`src/rtl/noise_est_pkg.sv`:
```
// Shared definitions for the noise-estimation sequencer.
// Contents:
//   ctrl_state_t        controller FSM states
//   DEF_DATA_WIDTH      default pixel width
//   DEF_TOTAL_SAMPLES   default pixels per block
package noise_est_pkg;

  localparam int DEF_DATA_WIDTH    = 8;
  localparam int DEF_TOTAL_SAMPLES = 16;

  typedef enum logic [2:0] {
    IDLE,
    WAIT_BLOCK,
    START,
    STREAM,
    WAIT_MEAN,
    GAP,
    WAIT_NOISE
  } ctrl_state_t;

endpackage

```
`src/rtl/sync_fifo.sv`:
```
// Single-clock FIFO buffering upstream pixels ahead of the estimator.
// The head entry is presented combinationally so a pop and its data
// appear in the same cycle, which keeps bursts free of bubbles.
// Ports:
//   clk, rst_n   clock, synchronous active-low reset
//   push         write push_data (ignored while full)
//   push_data    incoming word
//   pop          drop the head entry (ignored while empty)
//   head_data    current head entry
//   flush        discard all contents
//   count        number of stored entries (0..FIFO_DEPTH)
//   full         count == FIFO_DEPTH
module sync_fifo
  import noise_est_pkg::*;
#(
  parameter int DATA_WIDTH = DEF_DATA_WIDTH,
  parameter int FIFO_DEPTH = 32
) (
  input  logic                          clk,
  input  logic                          rst_n,
  input  logic                          push,
  input  logic [DATA_WIDTH-1:0]         push_data,
  input  logic                          pop,
  output logic [DATA_WIDTH-1:0]         head_data,
  input  logic                          flush,
  output logic [$clog2(FIFO_DEPTH):0]   count,
  output logic                          full
);

  localparam int AW = $clog2(FIFO_DEPTH);

  logic [DATA_WIDTH-1:0] mem [FIFO_DEPTH];
  logic [AW-1:0]         wr_ptr_reg;
  logic [AW-1:0]         rd_ptr_reg;
  logic [AW:0]           count_reg;
  logic                  do_push;
  logic                  do_pop;

  assign full      = (count_reg == (AW+1)'(FIFO_DEPTH));
  assign count     = count_reg;
  assign do_push   = push && !full;
  assign do_pop    = pop && (count_reg != '0);
  assign head_data = mem[rd_ptr_reg];

  // Storage carries no reset; stale words are never read past count.
  always_ff @(posedge clk) begin
    if (do_push) begin
      mem[wr_ptr_reg] <= push_data;
    end
  end

  // Pointers wrap naturally because FIFO_DEPTH is a power of two.
  always_ff @(posedge clk) begin
    if (!rst_n || flush) begin
      wr_ptr_reg <= '0;
      rd_ptr_reg <= '0;
      count_reg  <= '0;
    end else begin
      if (do_push) begin
        wr_ptr_reg <= wr_ptr_reg + AW'(1);
      end
      if (do_pop) begin
        rd_ptr_reg <= rd_ptr_reg + AW'(1);
      end
      case ({do_push, do_pop})
        2'b10:   count_reg <= count_reg + (AW+1)'(1);
        2'b01:   count_reg <= count_reg - (AW+1)'(1);
        default: count_reg <= count_reg;
      endcase
    end
  end

endmodule

```
`src/rtl/noise_est_seq_ctrl.sv`:
```
// Sequencer between an upstream valid/ready pixel stream and the
// noise-estimation datapath. Whole blocks of TOTAL_SAMPLES pixels are
// buffered and then sent as one contiguous burst, framed by start_data,
// start_of_frame and end_of_frame. Blocks are paced on the estimator's
// mean_ready; the final estimate of each frame is captured and reported
// with a one-cycle pulse. A watchdog aborts the frame if the estimator
// goes silent.
// Ports:
//   clk, rst_n                 clock, synchronous active-low reset
//   en                         permit a new frame (looked at in IDLE only)
//   blocks_per_frame           blocks per frame, latched at frame start (0 -> 1)
//   pix_valid/pix_data/pix_ready  upstream pixel handshake
//   ne_start_of_frame, ne_end_of_frame, ne_start_data, ne_data,
//   ne_blocks_per_frame        drive the estimator
//   ne_mean_ready, ne_estimated_noise, ne_estimated_noise_ready
//                              estimator responses
//   noise_out, noise_valid     captured estimate and its update pulse
//   frame_count                completed frames (wraps)
//   busy                       controller not idle
//   err_timeout                sticky watchdog flag
module noise_est_seq_ctrl
  import noise_est_pkg::*;
#(
  parameter int DATA_WIDTH     = DEF_DATA_WIDTH,
  parameter int TOTAL_SAMPLES  = DEF_TOTAL_SAMPLES,
  parameter int FIFO_DEPTH     = 32,
  parameter int GAP_CYCLES     = 3,
  parameter int TIMEOUT_CYCLES = 4096
) (
  input  logic                    clk,
  input  logic                    rst_n,
  input  logic                    en,
  input  logic [31:0]             blocks_per_frame,
  input  logic                    pix_valid,
  input  logic [DATA_WIDTH-1:0]   pix_data,
  output logic                    pix_ready,
  output logic                    ne_start_of_frame,
  output logic                    ne_end_of_frame,
  output logic                    ne_start_data,
  output logic [DATA_WIDTH-1:0]   ne_data,
  output logic [31:0]             ne_blocks_per_frame,
  input  logic                    ne_mean_ready,
  input  logic [2*DATA_WIDTH-1:0] ne_estimated_noise,
  input  logic                    ne_estimated_noise_ready,
  output logic [2*DATA_WIDTH-1:0] noise_out,
  output logic                    noise_valid,
  output logic [15:0]             frame_count,
  output logic                    busy,
  output logic                    err_timeout
);

  localparam int CW = $clog2(FIFO_DEPTH) + 1;
  localparam int BW = (TOTAL_SAMPLES > 1) ? $clog2(TOTAL_SAMPLES) : 1;
  localparam int GW = (GAP_CYCLES > 1) ? $clog2(GAP_CYCLES) : 1;
  localparam int WW = $clog2(TIMEOUT_CYCLES + 1);

  ctrl_state_t             state_reg, state_next;
  logic [31:0]             bpf_reg, bpf_next;
  logic [31:0]             blk_idx_reg, blk_idx_next;
  logic [BW-1:0]           beat_reg, beat_next;
  logic [GW-1:0]           gap_reg, gap_next;
  logic [WW-1:0]           wd_reg, wd_next;
  logic                    mean_prev_reg;
  logic                    mean_seen_reg, mean_seen_next;
  logic [DATA_WIDTH-1:0]   data_hold_reg;
  logic [2*DATA_WIDTH-1:0] noise_out_reg;
  logic                    noise_valid_reg;
  logic [15:0]             frame_count_reg;
  logic                    err_reg;

  logic                    mean_rise;
  logic                    last_blk;
  logic                    fifo_pop;
  logic                    fifo_flush;
  logic                    fifo_full;
  logic [CW-1:0]           fifo_count;
  logic [DATA_WIDTH-1:0]   fifo_head;
  logic                    capture_noise;
  logic                    set_err;
  logic                    start_c, sof_c, eof_c;

  sync_fifo #(
    .DATA_WIDTH (DATA_WIDTH),
    .FIFO_DEPTH (FIFO_DEPTH)
  ) u_fifo (
    .clk       (clk),
    .rst_n     (rst_n),
    .push      (pix_valid),
    .push_data (pix_data),
    .pop       (fifo_pop),
    .head_data (fifo_head),
    .flush     (fifo_flush),
    .count     (fifo_count),
    .full      (fifo_full)
  );

  // Edge detect so a mean_ready level left over from the previous block
  // is not mistaken for a fresh response.
  assign mean_rise = ne_mean_ready && !mean_prev_reg;
  assign last_blk  = (blk_idx_reg == bpf_reg - 32'd1);

  always_comb begin
    state_next     = state_reg;
    bpf_next       = bpf_reg;
    blk_idx_next   = blk_idx_reg;
    beat_next      = beat_reg;
    gap_next       = gap_reg;
    wd_next        = wd_reg;
    mean_seen_next = mean_seen_reg;
    fifo_pop       = 1'b0;
    fifo_flush     = 1'b0;
    capture_noise  = 1'b0;
    set_err        = 1'b0;
    start_c        = 1'b0;
    sof_c          = 1'b0;
    eof_c          = 1'b0;

    case (state_reg)
      IDLE: begin
        if (en) begin
          bpf_next     = (blocks_per_frame == 32'd0) ? 32'd1 : blocks_per_frame;
          blk_idx_next = '0;
          state_next   = WAIT_BLOCK;
        end
      end

      WAIT_BLOCK: begin
        if (fifo_count >= CW'(TOTAL_SAMPLES)) begin
          state_next = START;
        end
      end

      START: begin
        start_c        = 1'b1;
        sof_c          = (blk_idx_reg == 32'd0);
        eof_c          = last_blk;
        // Forget any earlier response but keep one arriving right now.
        mean_seen_next = mean_rise;
        beat_next      = '0;
        state_next     = STREAM;
      end

      STREAM: begin
        fifo_pop = 1'b1;
        if (mean_rise) begin
          mean_seen_next = 1'b1;
        end
        if (beat_reg == BW'(TOTAL_SAMPLES - 1)) begin
          wd_next = '0;
          if (last_blk) begin
            state_next = WAIT_NOISE;
          end else begin
            blk_idx_next = blk_idx_reg + 32'd1;
            state_next   = WAIT_MEAN;
          end
        end else begin
          beat_next = beat_reg + BW'(1);
        end
      end

      WAIT_MEAN: begin
        if (mean_rise) begin
          mean_seen_next = 1'b1;
        end
        if (mean_seen_reg) begin
          gap_next = '0;
          if (GAP_CYCLES == 0) begin
            state_next = WAIT_BLOCK;
          end else begin
            state_next = GAP;
          end
        end else if (wd_reg == WW'(TIMEOUT_CYCLES - 1)) begin
          set_err    = 1'b1;
          fifo_flush = 1'b1;
          state_next = IDLE;
        end else begin
          wd_next = wd_reg + WW'(1);
        end
      end

      GAP: begin
        if (gap_reg == GW'(GAP_CYCLES - 1)) begin
          state_next = WAIT_BLOCK;
        end else begin
          gap_next = gap_reg + GW'(1);
        end
      end

      WAIT_NOISE: begin
        if (ne_estimated_noise_ready) begin
          capture_noise = 1'b1;
          state_next    = IDLE;
        end else if (wd_reg == WW'(TIMEOUT_CYCLES - 1)) begin
          set_err    = 1'b1;
          fifo_flush = 1'b1;
          state_next = IDLE;
        end else begin
          wd_next = wd_reg + WW'(1);
        end
      end

      default: state_next = IDLE;
    endcase
  end

  always_ff @(posedge clk) begin
    if (!rst_n) begin
      state_reg       <= IDLE;
      bpf_reg         <= 32'd1;
      blk_idx_reg     <= '0;
      beat_reg        <= '0;
      gap_reg         <= '0;
      wd_reg          <= '0;
      mean_prev_reg   <= 1'b0;
      mean_seen_reg   <= 1'b0;
      data_hold_reg   <= '0;
      noise_out_reg   <= '0;
      noise_valid_reg <= 1'b0;
      frame_count_reg <= '0;
      err_reg         <= 1'b0;
    end else begin
      state_reg       <= state_next;
      bpf_reg         <= bpf_next;
      blk_idx_reg     <= blk_idx_next;
      beat_reg        <= beat_next;
      gap_reg         <= gap_next;
      wd_reg          <= wd_next;
      mean_prev_reg   <= ne_mean_ready;
      mean_seen_reg   <= mean_seen_next;
      noise_valid_reg <= capture_noise;
      if (fifo_pop) begin
        data_hold_reg <= fifo_head;
      end
      if (capture_noise) begin
        noise_out_reg   <= ne_estimated_noise;
        frame_count_reg <= frame_count_reg + 16'd1;
      end
      if (set_err) begin
        err_reg <= 1'b1;
      end
    end
  end

  // During STREAM the head word goes straight out so each pop lands in the
  // same cycle; otherwise the last streamed word is held.
  assign ne_data             = (state_reg == STREAM) ? fifo_head : data_hold_reg;
  assign ne_start_data       = start_c;
  assign ne_start_of_frame   = sof_c;
  assign ne_end_of_frame     = eof_c;
  assign ne_blocks_per_frame = bpf_reg;
  assign pix_ready           = !fifo_full;
  assign noise_out           = noise_out_reg;
  assign noise_valid         = noise_valid_reg;
  assign frame_count         = frame_count_reg;
  assign busy                = (state_reg != IDLE);
  assign err_timeout         = err_reg;

endmodule

```
`config.mk`:
```
export PLATFORM = sky130hd
export DESIGN_NAME = noise_est_seq_ctrl
export DESIGN_NICKNAME = d
export VERILOG_FILES = /design/src/rtl/noise_est_pkg.sv /design/src/rtl/sync_fifo.sv /design/src/rtl/noise_est_seq_ctrl.sv
export SDC_FILE = /design/constraint.sdc
export NUM_CORES = 1
export LEC_CHECK = 0
export ABC_CLOCK_PERIOD_IN_PS = 5950
export BUFFER_PORTS_ARGS = -buffer_cell sky130_fd_sc_hd__clkbuf_2
export CAP_MARGIN = 15
export CORE_ASPECT_RATIO = 1.1
export CORE_MARGIN = 2
export CORE_UTILIZATION = 45
export DETAILED_ROUTE_END_ITERATION = 7
export PLACE_DENSITY = 0.68
export SYNTH_ARGS = -nofsm -noshare
export SYNTH_HDL_FRONTEND = slang
export SYNTH_SLANG_ARGS = --single-unit
```
`constraint.sdc`:
```
create_clock -name clk -period 5.95 [get_ports clk]
set_input_delay 0.8925 -clock clk [delete_from_list [all_inputs] [get_ports clk]]
set_output_delay 0.8925 -clock clk [all_outputs]
set_load 0.01 [all_outputs]
```
==> run metrics <==
status finished, final reports clean; Die Width roughly 190 µm; number of synthesized flops with an enable pin around 260; post-DR vias/cell 5.68; H-tree depth 2; Compound-Gate Fraction of Synth Area 7.50%; Worst VDD drop ~0.26 mV; largest family of logic cells by synthesized area simple AND/OR/NAND/NOR gates; GR Overflow Total 0; Post-Synth Adder-Cell Area approximately 1.3%; post-CTS setup buffer count 0; DR pass1 iterations 4; synth unique cells around 70; asr flop ratio synth 0%; Startpoint Class flop; switching share of power 22.7%; Post-Synth XOR/XNOR Area 4.04%; flops & latches, synth around 410; Worst Path Arrival 3.97 ns; final net count 1618; core area a little under 40000 µm²; initial antenna violation count 0; post-synthesis area per instance 12.5 µm²; Yosys warnings 0; Synth area leader edfxtp_1; met3 Track Usage GR 3.01%; fmax 0.206 GHz; Via Count ~12000; post-layout minimum cycle time 4.86 ns; CTS tree built; crit path capture type primary output; Largest register FFs 256; Synth area leaders edfxtp_1 43%, dfxtp_1 17%, mux4_2 10%; combinational share of power roughly 5.3%; Critical Path RT 5.06 ns; initial core utilization 45.4%; Hold Path Class reg -> reg; power share of the clock group 42.9%; maxcap violations 0; CTS buffer count 42; # IOs ~140; RSZ-0062 raised after global routing no; grt met2 use approximately a third; placement row count 76; Pins Over Slew Limit 0; final hold violations 0; final setup vio count 0; Max Buffers Root-to-Sink 3; post_cts resized 0; chip height ~210 µm; gr usage total about a fifth; routed len/inst 20.3 µm; crit path kind reg -> out; Final HPWL DP roughly 29000 µm; area delta synth->final 13.8%; PwrDens approximately 290 nW/µm²; # clock sinks 407; share of cells above drive strength 1 19.4%; fin cells 2076; Mapped Nets between 1500 and 2000; post-synthesis simple-gate area fraction 13.4%; count leader, synth edfxtp_1; mux cell area share after synthesis 10.9%; gpl congestion 0.893; vias in the first global route 11517; grt peak-use layer met2; internal power about 0.0046 W; Inst Count DP 2000; pin count of the biggest net entering global routing 76; post-synthesis instance total ~1400; Die ar. roughly 40000 µm²; post-synthesis sequential area ratio between 60% and 70%; crit-path max FO 18; Static Leakage 6.80 nW; main flop type after synthesis edfxtp_1; CTS Root Cell clkbuf_16; Final period util 81.7%; port bufs 140; Final Skew ~0.029 ns; ANT nets after route 0; final wirelength ~42000 µm; Clock Latency Late Sink between 0.5 and 0.6 ns; first-pass GRT wire length 65900 µm; aggregate negative setup slack 0 ns; Least-Margin Pin Slew approximately 1.1 ns; Psw between 0.001 and 0.0015 W; register share of total power about half; diode count 0; met1 Use GR roughly 28%; top cells by count, synth 256 x edfxtp_1, 161 x nand2_1, 151 x dfxtp_1; synthesized cell area about 18000 µm²; DRC Markers 0; Post-CTS Hold Buffers 0; Synth top area share a little over two fifths; Rel. slew slack between 20% and 30%; clock-pin slew on the worst setup and hold paths ~0.060 ns; First DRT Iteration DRCs about 880
==> layer usage <==
metal	part of all wire [%]	vias to the layer above
met5	0	-
met2	49	343
met3	5.2	63
met1	44	5828
met4	2.1	0
li1	-	5558
==> power by group through the flow <==
stage	registers, W	clock network, W	logic [W]
finish	0.00307	0.00254	0.000316
detailed placement	0.00313	0	0.000314
CTS	0.00307	0.00258	0.000316
global route	0.00307	0.00269	0.000349
global placement	0.00313	0	0.000311
floorplan	0.00311	0	0.000191
==> cells by family (layout without fill, tap and decap cells) <==
kind of cell | after synthesis | in the layout
adder cells (fa/ha/maj) | 18 | 18
flip-flops | 407 | 407
XOR/XNOR | 82 | 82
multiplexers | 94 | 94
AO/OA/AOI/OAI | 210 | 210
AND/OR/NAND/NOR | 495 | 495
buffers and inverters | 115 | 263
==> worst max-delay path, cell delays in order (launching register included) <==
cell	delay [ns]
dfxtp_1	0.38
inv_1	0.11
ha_1	0.30
nor3b_1	0.56
nand4_1	0.45
a2111oi_0	0.41
a211o_1	0.18
o2111ai_2	0.13
nor4_4	0.28
buf_4	0.29
and2_1	0.17
clkbuf_2	0.13
==> area by class of cell <==
cell class / count / area, µm²
repair buffers: 150 / 796
flip-flops and latches: 407 / 10700
well taps: 507 / 634
inverters: 38 / 143
multi-input cells: 899 / 6610
clock inverters: 25 / 219
clock buffers: 50 / 1090
fillers: 3284 / 18900
==> placed cells by master, fill, tap and decap left out, types with 21 or more instances in the layout <==
cell type  netlist  final
edfxtp_1       256    256
nand2_1        161    161
dfxtp_1        151    149
clkbuf_2         0    140
nor2_1         129    129
a21oi_1         91     91
mux4_2          80     80
xnor2_1         43     43
clkbuf_16        0     42
xor2_1          39     39
inv_1           37     36
nand3_1         31     31
o21ai_0         27     27
nor3_1          26     26
nand4_1         26     26
nor4_1          22     22
or3_1           21     21
==> metrics by stage <==
step / power (W) / hold slack (ns) / util, % / cell area, µm² / worst slack [ns]
floorplan: 0.00331 / 0.444 / - / 17800 / 2.05
global placement: 0.00344 / 0.443 / 48.3 / 18900 / 1.76
detailed placement: 0.00344 / 0.449 / 48.3 / 18900 / 1.68
CTS: 0.00596 / 0.457 / 51.6 / 20200 / 1.07
global route: 0.00611 / 0.477 / 51.7 / 20200 / 0.775
finish: 0.00592 / 0.455 / 51.7 / 20200 / 1.09
==> final timing paths <==
check	slack [ns]	endpoint	depth (start not counted)	startpoint
worst min register to register	0.45	noise_out[1]	2	noise_out[1]
worst max register to register	1.86	blk_idx_reg[13]	12	ne_blocks_per_frame[0]
worst max-delay path	1.09	ne_end_of_frame	11	ne_blocks_per_frame[0]
worst min-delay path	0.45	noise_out[1]	2	noise_out[1]
Note: power is estimated with default switching activity, not from simulation.
